===== config.mk =====
export PLATFORM = sky130hd
export DESIGN_NAME = pc_unit_flat
export DESIGN_NICKNAME = d
export VERILOG_FILES = /design/src/rtl/pc_unit_if.sv /design/src/rtl/pc_unit.sv /design/src/flat_wrapper.sv
export SDC_FILE = /design/constraint.sdc
export NUM_CORES = 1
export LEC_CHECK = 0
export ABC_AREA = 1
export ABC_CLOCK_PERIOD_IN_PS = 2500
export CAP_MARGIN = 30
export CORE_MARGIN = 3
export CORE_UTILIZATION = 55
export CTS_CLUSTER_SIZE = 12
export DETAILED_ROUTE_END_ITERATION = 10
export DONT_BUFFER_PORTS = 1
export PLACE_DENSITY = 0.8
export RECOVER_POWER = 25
export SLEW_MARGIN = 20
export SYNTH_ARGS = -nofsm -noshare
export SYNTH_HDL_FRONTEND = slang
export SYNTH_SLANG_ARGS = --single-unit

===== constraint.sdc =====
create_clock -name clk -period 2.5 [get_ports clk]
set_clock_uncertainty 0.2 [all_clocks]
set_input_delay 0.25 -clock clk [delete_from_list [all_inputs] [get_ports clk]]
set_output_delay 0.25 -clock clk [all_outputs]
set_load 0.05 [all_outputs]

===== src/rtl/pc_unit_if.sv =====
// pc_unit_if: control-unit <-> program-counter bus.
// master = control unit (drives strobes/targets), slave = pc_unit.
interface pc_unit_if #(
    parameter int unsigned ADDR_W = 8
);
    logic              en_pc;
    logic              inc;
    logic              ld_abs;
    logic              ld_rel;
    logic              call;
    logic              ret;
    logic [ADDR_W-1:0] adrs_in;
    logic [ADDR_W-1:0] offset;
    logic [ADDR_W-1:0] adrs_out;
    logic              stk_full;
    logic              stk_empty;
    logic              stk_err;

    modport master (
        output en_pc, inc, ld_abs, ld_rel, call, ret, adrs_in, offset,
        input  adrs_out, stk_full, stk_empty, stk_err
    );

    modport slave (
        input  en_pc, inc, ld_abs, ld_rel, call, ret, adrs_in, offset,
        output adrs_out, stk_full, stk_empty, stk_err
    );
endinterface


===== src/rtl/pc_unit.sv =====
// pc_unit: program counter with increment, absolute load, PC-relative
// branch and an optional call/return address stack.
// Optional feature macro: PC_RET_STACK_EN (return-address stack, call/ret).
// All sums wrap modulo 2^ADDR_W; adrs_out comes straight from the PC register.
module pc_unit #(
    parameter int unsigned ADDR_W       = 8,
    parameter int unsigned INC_STEP     = 1,
    parameter int unsigned RESET_VECTOR = 0,
    parameter int unsigned STACK_DEPTH  = 4
) (
    input logic         clk,
    input logic         rst,
    pc_unit_if.slave    bus
);
    logic [ADDR_W-1:0] r_pc;
    logic [ADDR_W-1:0] w_inc_pc;
    logic [ADDR_W-1:0] w_rel_pc;

    assign w_inc_pc     = r_pc + ADDR_W'(INC_STEP);
    assign w_rel_pc     = r_pc + bus.offset;
    assign bus.adrs_out = r_pc;

`ifdef PC_RET_STACK_EN
    localparam int unsigned SP_W  = $clog2(STACK_DEPTH + 1);
    localparam int unsigned IDX_W = (STACK_DEPTH > 1) ? $clog2(STACK_DEPTH) : 1;

    logic [ADDR_W-1:0] r_stack [STACK_DEPTH];
    logic [SP_W-1:0]   r_sp;
    logic              r_err;
    logic              w_full;
    logic              w_empty;
    logic              w_do_ret;
    logic              w_do_call;
    logic              w_push;
    logic [IDX_W-1:0]  w_wr_idx;
    logic [IDX_W-1:0]  w_rd_idx;

    assign w_full    = (r_sp == SP_W'(STACK_DEPTH));
    assign w_empty   = (r_sp == '0);
    // ret outranks call, so a call only counts when ret is low
    assign w_do_ret  = bus.en_pc & bus.ret;
    assign w_do_call = bus.en_pc & ~bus.ret & bus.call;
    assign w_push    = w_do_call & ~w_full;
    assign w_wr_idx  = IDX_W'(r_sp);
    assign w_rd_idx  = IDX_W'(r_sp - SP_W'(1));

    assign bus.stk_full  = w_full;
    assign bus.stk_empty = w_empty;
    assign bus.stk_err   = r_err;

    // Return-address storage; contents are don't-care after reset
    always_ff @(posedge clk) begin
        if (rst && w_push) begin
            r_stack[w_wr_idx] <= w_inc_pc;
        end
    end

    // PC, stack pointer and sticky error update in priority order
    always_ff @(posedge clk) begin
        if (!rst) begin
            r_pc  <= ADDR_W'(RESET_VECTOR);
            r_sp  <= '0;
            r_err <= 1'b0;
        end else if (bus.en_pc) begin
            if (w_do_ret) begin
                if (w_empty) begin
                    r_err <= 1'b1;
                end else begin
                    r_sp <= r_sp - SP_W'(1);
                    r_pc <= r_stack[w_rd_idx];
                end
            end else if (w_do_call) begin
                if (w_full) begin
                    r_err <= 1'b1;
                end else begin
                    r_sp <= r_sp + SP_W'(1);
                    r_pc <= bus.adrs_in;
                end
            end else if (bus.ld_abs) begin
                r_pc <= bus.adrs_in;
            end else if (bus.ld_rel) begin
                r_pc <= w_rel_pc;
            end else if (bus.inc) begin
                r_pc <= w_inc_pc;
            end
        end
    end
`else
    logic w_unused_stk;

    assign w_unused_stk  = bus.call ^ bus.ret;
    assign bus.stk_full  = 1'b0;
    assign bus.stk_empty = 1'b1;
    assign bus.stk_err   = 1'b0;

    // PC update without call/ret: ld_abs > ld_rel > inc
    always_ff @(posedge clk) begin
        if (!rst) begin
            r_pc <= ADDR_W'(RESET_VECTOR);
        end else if (bus.en_pc) begin
            if (bus.ld_abs) begin
                r_pc <= bus.adrs_in;
            end else if (bus.ld_rel) begin
                r_pc <= w_rel_pc;
            end else if (bus.inc) begin
                r_pc <= w_inc_pc;
            end
        end
    end
`endif
endmodule

===== src/flat_wrapper.sv =====
// flat-port wrapper written by rule: the top's interface ports become plain ports
module pc_unit_flat 
#(
    parameter int unsigned ADDR_W       = 8,
    parameter int unsigned INC_STEP     = 1,
    parameter int unsigned RESET_VECTOR = 0,
    parameter int unsigned STACK_DEPTH  = 4
)
  (clk, rst, bus_en_pc, bus_inc, bus_ld_abs, bus_ld_rel, bus_call, bus_ret, bus_adrs_in, bus_offset, bus_adrs_out, bus_stk_full, bus_stk_empty, bus_stk_err);
  pc_unit_if #(.ADDR_W(ADDR_W)) bus_i ();
  input logic clk;
  input logic rst;
  input wire logic [$bits(bus_i.en_pc)-1:0] bus_en_pc;
  input wire logic [$bits(bus_i.inc)-1:0] bus_inc;
  input wire logic [$bits(bus_i.ld_abs)-1:0] bus_ld_abs;
  input wire logic [$bits(bus_i.ld_rel)-1:0] bus_ld_rel;
  input wire logic [$bits(bus_i.call)-1:0] bus_call;
  input wire logic [$bits(bus_i.ret)-1:0] bus_ret;
  input wire logic [$bits(bus_i.adrs_in)-1:0] bus_adrs_in;
  input wire logic [$bits(bus_i.offset)-1:0] bus_offset;
  output wire logic [$bits(bus_i.adrs_out)-1:0] bus_adrs_out;
  output wire logic [$bits(bus_i.stk_full)-1:0] bus_stk_full;
  output wire logic [$bits(bus_i.stk_empty)-1:0] bus_stk_empty;
  output wire logic [$bits(bus_i.stk_err)-1:0] bus_stk_err;
  assign bus_i.en_pc = bus_en_pc;
  assign bus_i.inc = bus_inc;
  assign bus_i.ld_abs = bus_ld_abs;
  assign bus_i.ld_rel = bus_ld_rel;
  assign bus_i.call = bus_call;
  assign bus_i.ret = bus_ret;
  assign bus_i.adrs_in = bus_adrs_in;
  assign bus_i.offset = bus_offset;
  assign bus_adrs_out = bus_i.adrs_out;
  assign bus_stk_full = bus_i.stk_full;
  assign bus_stk_empty = bus_i.stk_empty;
  assign bus_stk_err = bus_i.stk_err;
  pc_unit #(.ADDR_W(ADDR_W), .INC_STEP(INC_STEP), .RESET_VECTOR(RESET_VECTOR), .STACK_DEPTH(STACK_DEPTH)) u_core (.clk(clk), .rst(rst), .bus(bus_i));
endmodule

==> results.md, run 1 <==
* Maximum vdd ir drop at between 0.3 and 0.4 mV
* Max Slew Vio Count at 0
* Endpoints failing setup at 0
* Flops & latches, synth at 8
* Hold WC Path Type: primary input to flip-flop
* CTS Root Cell: clkbuf_4
* Die area at slightly below 0.002 mm²
* Mean Syn Cell Area at 6.14 µm²
* Insertion delay to the later sink of the worst-skew pair at 250 ps
* Fin. Hold Viols at 0
* Max-capacitance violation count at 0
* Layout cells sized above 1 at 0.0845
* First DRT Iteration DRCs at 29
* Crit-path max FO at 3
* WL met2 at between 800 and 900 µm
* CTS tree: built
* Bufs and invs on worst path at 2
* Achievable Freq at 0.533 GHz
* Commonest non-fill, non-tap cells in the layout: nand2_1 (39), inv_1 (20), a21oi_1 (14)
* CP top delay family: adder cells
* TritonCTS buffer count at 3
* Hold-fix buffers, CTS at 3
* Seq/Total Area, Yosys at 0.199
* Worst-path clk slew at 60 ps
* Postcts setup bufs at 0
* Worst-Margin Slew at 660 ps
* Crit-path cells: ha_1, inv_1, fa_1, inv_1, nand2_1, nand2_1, nand3b_1, nand2_1, nand2_1, nand3_1, nand2_1, a21oi_1
* Arr. time, crit path at roughly 1900 ps
* Drt pass-1 iters at 4
* Vias in the first global route at 764
* Area growth from synthesis to layout at 11.4%
* Largest net degree at the start of global routing at 11
* DR top layer: met4
* Met3 Wirelength at between 100 and 150 µm
* Syn Inst Count at ~130
* PwrDens at 472 mW/mm²
* Syn Std Cell Area at 805 µm²
* Most common cell after layout, fill and taps aside: nand2_1
* Final TNS setup at 0 ps
* Leakage at roughly 0.0005 µW
* Core area at 0.00133 mm²
* Via count at 825
* Synth top area share at 0.199
* Worst rel slew slack at 0.560
* IO buf count at 0
* Setup Crit Path Kind: flip-flop to flip-flop
* Longest Clk Path Bufs at 2
* Post-layout min period at roughly 1900 ps
* Residual DRC count at 0
* Depth of the CTS H-tree at 1
* Detail Route Antenna Nets at 0
* Slowest CP cell: fa_1
* Drt via density at about 5.3
* Initial antenna violation count at 0
* Nets at 176
* IO Pins at 35
* Slack of the critical path at 623 ps
* Wire per inst at 12.2 µm
* Cell Area, Placed at 838 µm²
* Max reg flops at 8
* Status: completed
* Global route overflow at 0
* Pre-CTS setup slack at 654 ps
* Setup crit end kind: flip-flop
* Total power at 423 µW
* Unrepaired setup endpoints after global routing: false
* GRT Overall Usage at 0.214
* Yosys Warn Count at 0
* Library cells used by synthesis at 21
* Drt total wl at approximately 1900 µm
* Antenna Cells at 0
* Final hold slack at 9.41 ps
* Most repeated library cell on the critical path: nand2_1
* First-pass GRT wire length at 3180 µm
* HPWL Detailed at 1440 µm
* Chip width at around 44 µm
* Wl on met1 at 891 µm
* Row count at 13
* Required @ worst endpoint at 2490 ps
* Top cells by area, synth: dfxtp_1 (20%), nand2_1 (18%), ha_1 (11%)
* Final period util at 0.751
* Die Y at 44.2 µm
* Clock Sinks at 8
* Yosys top cell by area: dfxtp_1
* CP max stage delay at 370 ps
* Initial core utilization at 0.603
* GPL Wtd Cong at roughly 0.75
* Post-route cell area at 896 µm²
* Cts repair resizes at 0
* Startpoint class of the critical path: flip-flop
==> synthesized netlist by cell type, drive strengths merged <==
| cell | instances |
|---|---|
| a31oi | 1 |
| conb | 2 |
| buf | 5 |
| xnor2 | 1 |
| dfxtp | 8 |
| nand2 | 39 |
| or2 | 3 |
| nor2 | 10 |
| nand3 | 9 |
| nand3b | 2 |
| a21oi | 14 |
| ha | 7 |
| o21ai | 6 |
| o31ai | 1 |
| fa | 1 |
| inv | 21 |
| clkinv | 1 |
==> layer usage <==
metal,GRT usage,up-vias
met2,0.331,30
met5,0,-
met4,0.0723,0
li1,-,430
met1,0.302,361
met3,0.0325,4
==> path summary, 6_finish.rpt <==
check                               from                     end  slack, ps  cells past startpoint
setup / recovery  u_core.bus.adrs_out[0]  u_core.bus.adrs_out[6]        620                     12
hold / removal                bus_ld_abs  u_core.bus.adrs_out[4]          9                      2
setup reg to reg  u_core.bus.adrs_out[0]  u_core.bus.adrs_out[6]        620                     12
hold reg to reg   u_core.bus.adrs_out[1]  u_core.bus.adrs_out[1]        370                      2
==> worst register-to-register path: stages, from the launching register on <==
cell	delay (ps)
dfxtp_1	330
ha_1	180
inv_1	60
fa_1	370
inv_1	100
nand2_1	50
nand2_1	70
nand3b_1	90
nand2_1	70
nand2_1	40
nand3_1	80
nand2_1	60
a21oi_1	110
==> cells by family (layout without fill, tap and decap cells) <==
logic type / Yosys count / after routing / synth area share
XOR/XNOR: 1 / 1 / 0.0109
AO/OA/AOI/OAI: 22 / 22 / 0.163
other: 2 / 3 / 0.00933
AND/OR/NAND/NOR: 63 / 63 / 0.327
buffers and inverters: 27 / 37 / 0.157
flip-flops: 8 / 8 / 0.199
adder cells (fa/ha/maj): 8 / 8 / 0.134
==> metrics by stage <==
| stage | cells | utilization |
|---|---|---|
| 2_1_floorplan | 132 | - |
| 5_1_grt | 157 | 0.672 |
| 4_1_cts | 155 | 0.668 |
| 3_5_place_dp | 149 | 0.629 |
| 3_3_place_gp | 149 | 0.629 |
| 6_report | 157 | 0.672 |
==> where the power goes <==
group	switching [µW]	total, µW	leakage (µW)	internal [µW]
logic	114	172	0.000420	57.9
registers	11.9	150	0.0000662	138
clock network	45.8	101	0.0000138	55.1
==> layout make-up <==
class,count,area (µm²)
Multi-Input combinational cell,97,522
Fill cell,121,438
Sequential cell,8,160
Timing Repair Buffer,12,87.6
Inverter,22,85.1
Clock buffer,3,22.5
Tap cell,15,18.8
Power figures use the tool's default switching activity.
==> run 2: changes to the inputs <==
--- a/config.mk
+++ b/config.mk
@@ -6,7 +6,7 @@
 export NUM_CORES = 1
 export LEC_CHECK = 0
 export ABC_AREA = 1
-export ABC_CLOCK_PERIOD_IN_PS = 2500
+export ABC_CLOCK_PERIOD_IN_PS = 1830
 export CAP_MARGIN = 30
 export CORE_MARGIN = 3
 export CORE_UTILIZATION = 55
==> constraint.sdc (replaced) <==
create_clock -name clk -period 1.83 [get_ports clk]
set_clock_uncertainty 0.2 [all_clocks]
set_input_delay 0.183 -clock clk [delete_from_list [all_inputs] [get_ports clk]]
set_output_delay 0.183 -clock clk [all_outputs]
set_load 0.05 [all_outputs]
==> results.md, run 2 (same netlist as run 1, synthesis figures left out) <==
* Status: completed
* Detail Route Antenna Nets at 0 (unchanged)
* Post-route cell area at 0.00102 mm² (+14%)
* Worst rel slew slack at 0.568 (+0.00814)
* Maximum vdd ir drop at 0.379 mV (+4.3%)
* Unrepaired setup endpoints after global routing: true
* Initial core utilization at 0.603 (unchanged)
* Hold Path Depth at 4 (+2)
* Leakage at 0.000552 µW (+10%)
* Reg2reg path depth at 12 (unchanged)
* FF-to-FF Start: u_core.bus.adrs_out[0]
* Slack of the critical path at 61.6 ps (-561 ps)
* Pre-CTS setup slack at -8.94 ps (-663 ps)
* First DRT Iteration DRCs at 38 (+31%)
* Longest Clk Path Bufs at 2 (unchanged)
* Chip width at 44.2 µm (unchanged)
* PwrDens at 619 mW/mm² (+31%)
* IO Pins at 35 (unchanged)
* Cell Area, Placed at 872 µm² (+4.0%)
* Required @ worst endpoint at 1810 ps (-680 ps)
* Total power at 631 µW (+49%)
* TritonCTS buffer count at 3 (unchanged)
* Finished Core Util at 0.764 (+0.0919)
* Drt via density at 5.60 (+6.6%)
* Max reg flops at 8 (unchanged)
* Crit-path max FO at 2 (-1)
* Initial antenna violation count at 0 (unchanged)
* Most common cell after layout, fill and taps aside: nand2_1
* CTS tree: built
* Final TNS setup at 0 ps (unchanged)
* Depth of the CTS H-tree at 1 (unchanged)
* Achievable Freq at 0.565 GHz (+6.1%)
* Wire per inst at 13.5 µm (+11%)
* Commonest non-fill, non-tap cells in the layout: nand2_1 (39), inv_1 (18), a21oi_1 (13)
* Worst reg2reg setup slack at 60 ps (-560 ps)
* Post-layout min period at 1770 ps (-109 ps)
* R2R Path End: u_core.bus.adrs_out[6]
* Row count at 13 (unchanged)
* Fin. Hold Viols at 0 (unchanged)
* Final period util at 0.966 (+0.216)
* GPL Wtd Cong at 0.822 (+9.3%)
* Layout cells sized above 1 at 0.192 (+0.108)
* Antenna Cells at 0 (unchanged)
* Area growth from synthesis to layout at 26.6%
* GRT Overall Usage at 0.248 (+0.0335)
* Worst hold path endpoint: u_core.bus.adrs_out[7]
* Setup Crit Path Kind: flip-flop to flip-flop
* Largest net degree at the start of global routing at 11 (unchanged)
* Arr. time, crit path at 1750 ps (-120 ps)
* Max-capacitance violation count at 0 (unchanged)
* Drt pass-1 iters at 4 (unchanged)
* First-pass GRT wire length at 3630 µm (+14%)
* Nets at 184 (+4.5%)
* Die area at 0.00196 mm² (unchanged)
* Drt total wl at 2240 µm (+17%)
* Max Slew Vio Count at 0 (unchanged)
* Via count at 930 (+13%)
* Hold WC Path Type: primary input to flip-flop
* Setup crit end kind: flip-flop
* Global route overflow at 0 (unchanged)
* Worst-Margin Slew at 648 ps (-12.2 ps)
* Clock Sinks at 8 (unchanged)
* Worst-path clk slew at 60 ps (about the same)
* Startpoint class of the critical path: flip-flop
* Insertion delay to the later sink of the worst-skew pair at 260 ps (about the same)
* HPWL Detailed at 1480 µm (+3.3%)
* Core area at 0.00133 mm² (unchanged)
* CTS Root Cell: clkbuf_4
* Die Y at 44.2 µm (unchanged)
* Vias in the first global route at 866 (+13%)
* Hold Crit Start: bus_adrs_in[7]
* Endpoints failing setup at 0 (unchanged)
* IO buf count at 0 (unchanged)
* Residual DRC count at 0 (unchanged)
[run 2: cell types whose count changed in the layout (fill, tap and decap cells not counted), moves of 3 or more]
cell           before  now
buf_4               3    8
dfxtp_1             8    3
dlygate4sd3_1       5    9
dfxtp_2             0    3
[run 2: layer usage]
layer  up-vias  global-route usage  wire [µm]  part of all wire
met1       424               0.317        915              0.41
met3        10              0.0244        148             0.066
li1        449                   -          -                 -
met5         -                   0          0                 0
met2        47               0.404       1110              0.50
met4         0               0.139         58             0.026
[run 2: how the worst max path moves through the flow]
stage                                       from                      to  slack (ps)  cells past startpoint
final                     u_core.bus.adrs_out[0]  u_core.bus.adrs_out[6]          60                     12
after global routing      u_core.bus.adrs_out[0]  u_core.bus.adrs_out[6]         -30                     12
after CTS                 u_core.bus.adrs_out[0]  u_core.bus.adrs_out[6]          10                     12
after detailed placement  u_core.bus.adrs_out[0]  u_core.bus.adrs_out[6]          -9                     12
after global placement    u_core.bus.adrs_out[0]  u_core.bus.adrs_out[6]          40                     12
after floorplan           u_core.bus.adrs_out[6]  u_core.bus.adrs_out[7]         -10                      9
[run 2: area by class of cell]
type / instances / area, µm²
multi-input combinational: 97 / 556
fill: 98 / 315
sequential: 8 / 171
timing repair buffer: 20 / 161
inverter: 22 / 85.1
clock buffer: 4 / 26.3
tap: 15 / 18.8
[run 2: critical path: stages, from the launching register on]
cell and delay, ps:
dfxtp_4 360, ha_4 130, inv_2 30, fa_2 320
inv_2 60, nand2_1 40, nand2_1 70, nand3b_1 100
nand2_1 80, nand2_1 60, nand3_2 50, nand2_1 50
a21oi_1 120
[run 2: what timing repair did]
item,CTS,global route
endpoints found under the setup margin,1,3
pin swaps,1,1
cloned,0,0
hold buffers,9,0
setup buffers,0,1
gates resized for setup,2,7
endpoints found under the hold margin,8,0
[run 2: where the power goes]
part / internal, µW / switching, µW
sequential: 190 / 11.2
combinational: 104 / 177
clock: 83.7 / 65.2
[run 2: stage by stage]
step           cells  hold slack, ps
2_1_floorplan    132            84.3
3_3_place_gp     152            91.2
3_5_place_dp     152            98.4
4_1_cts          165            11.1
5_1_grt          166            33.5
6_report         166            15.6
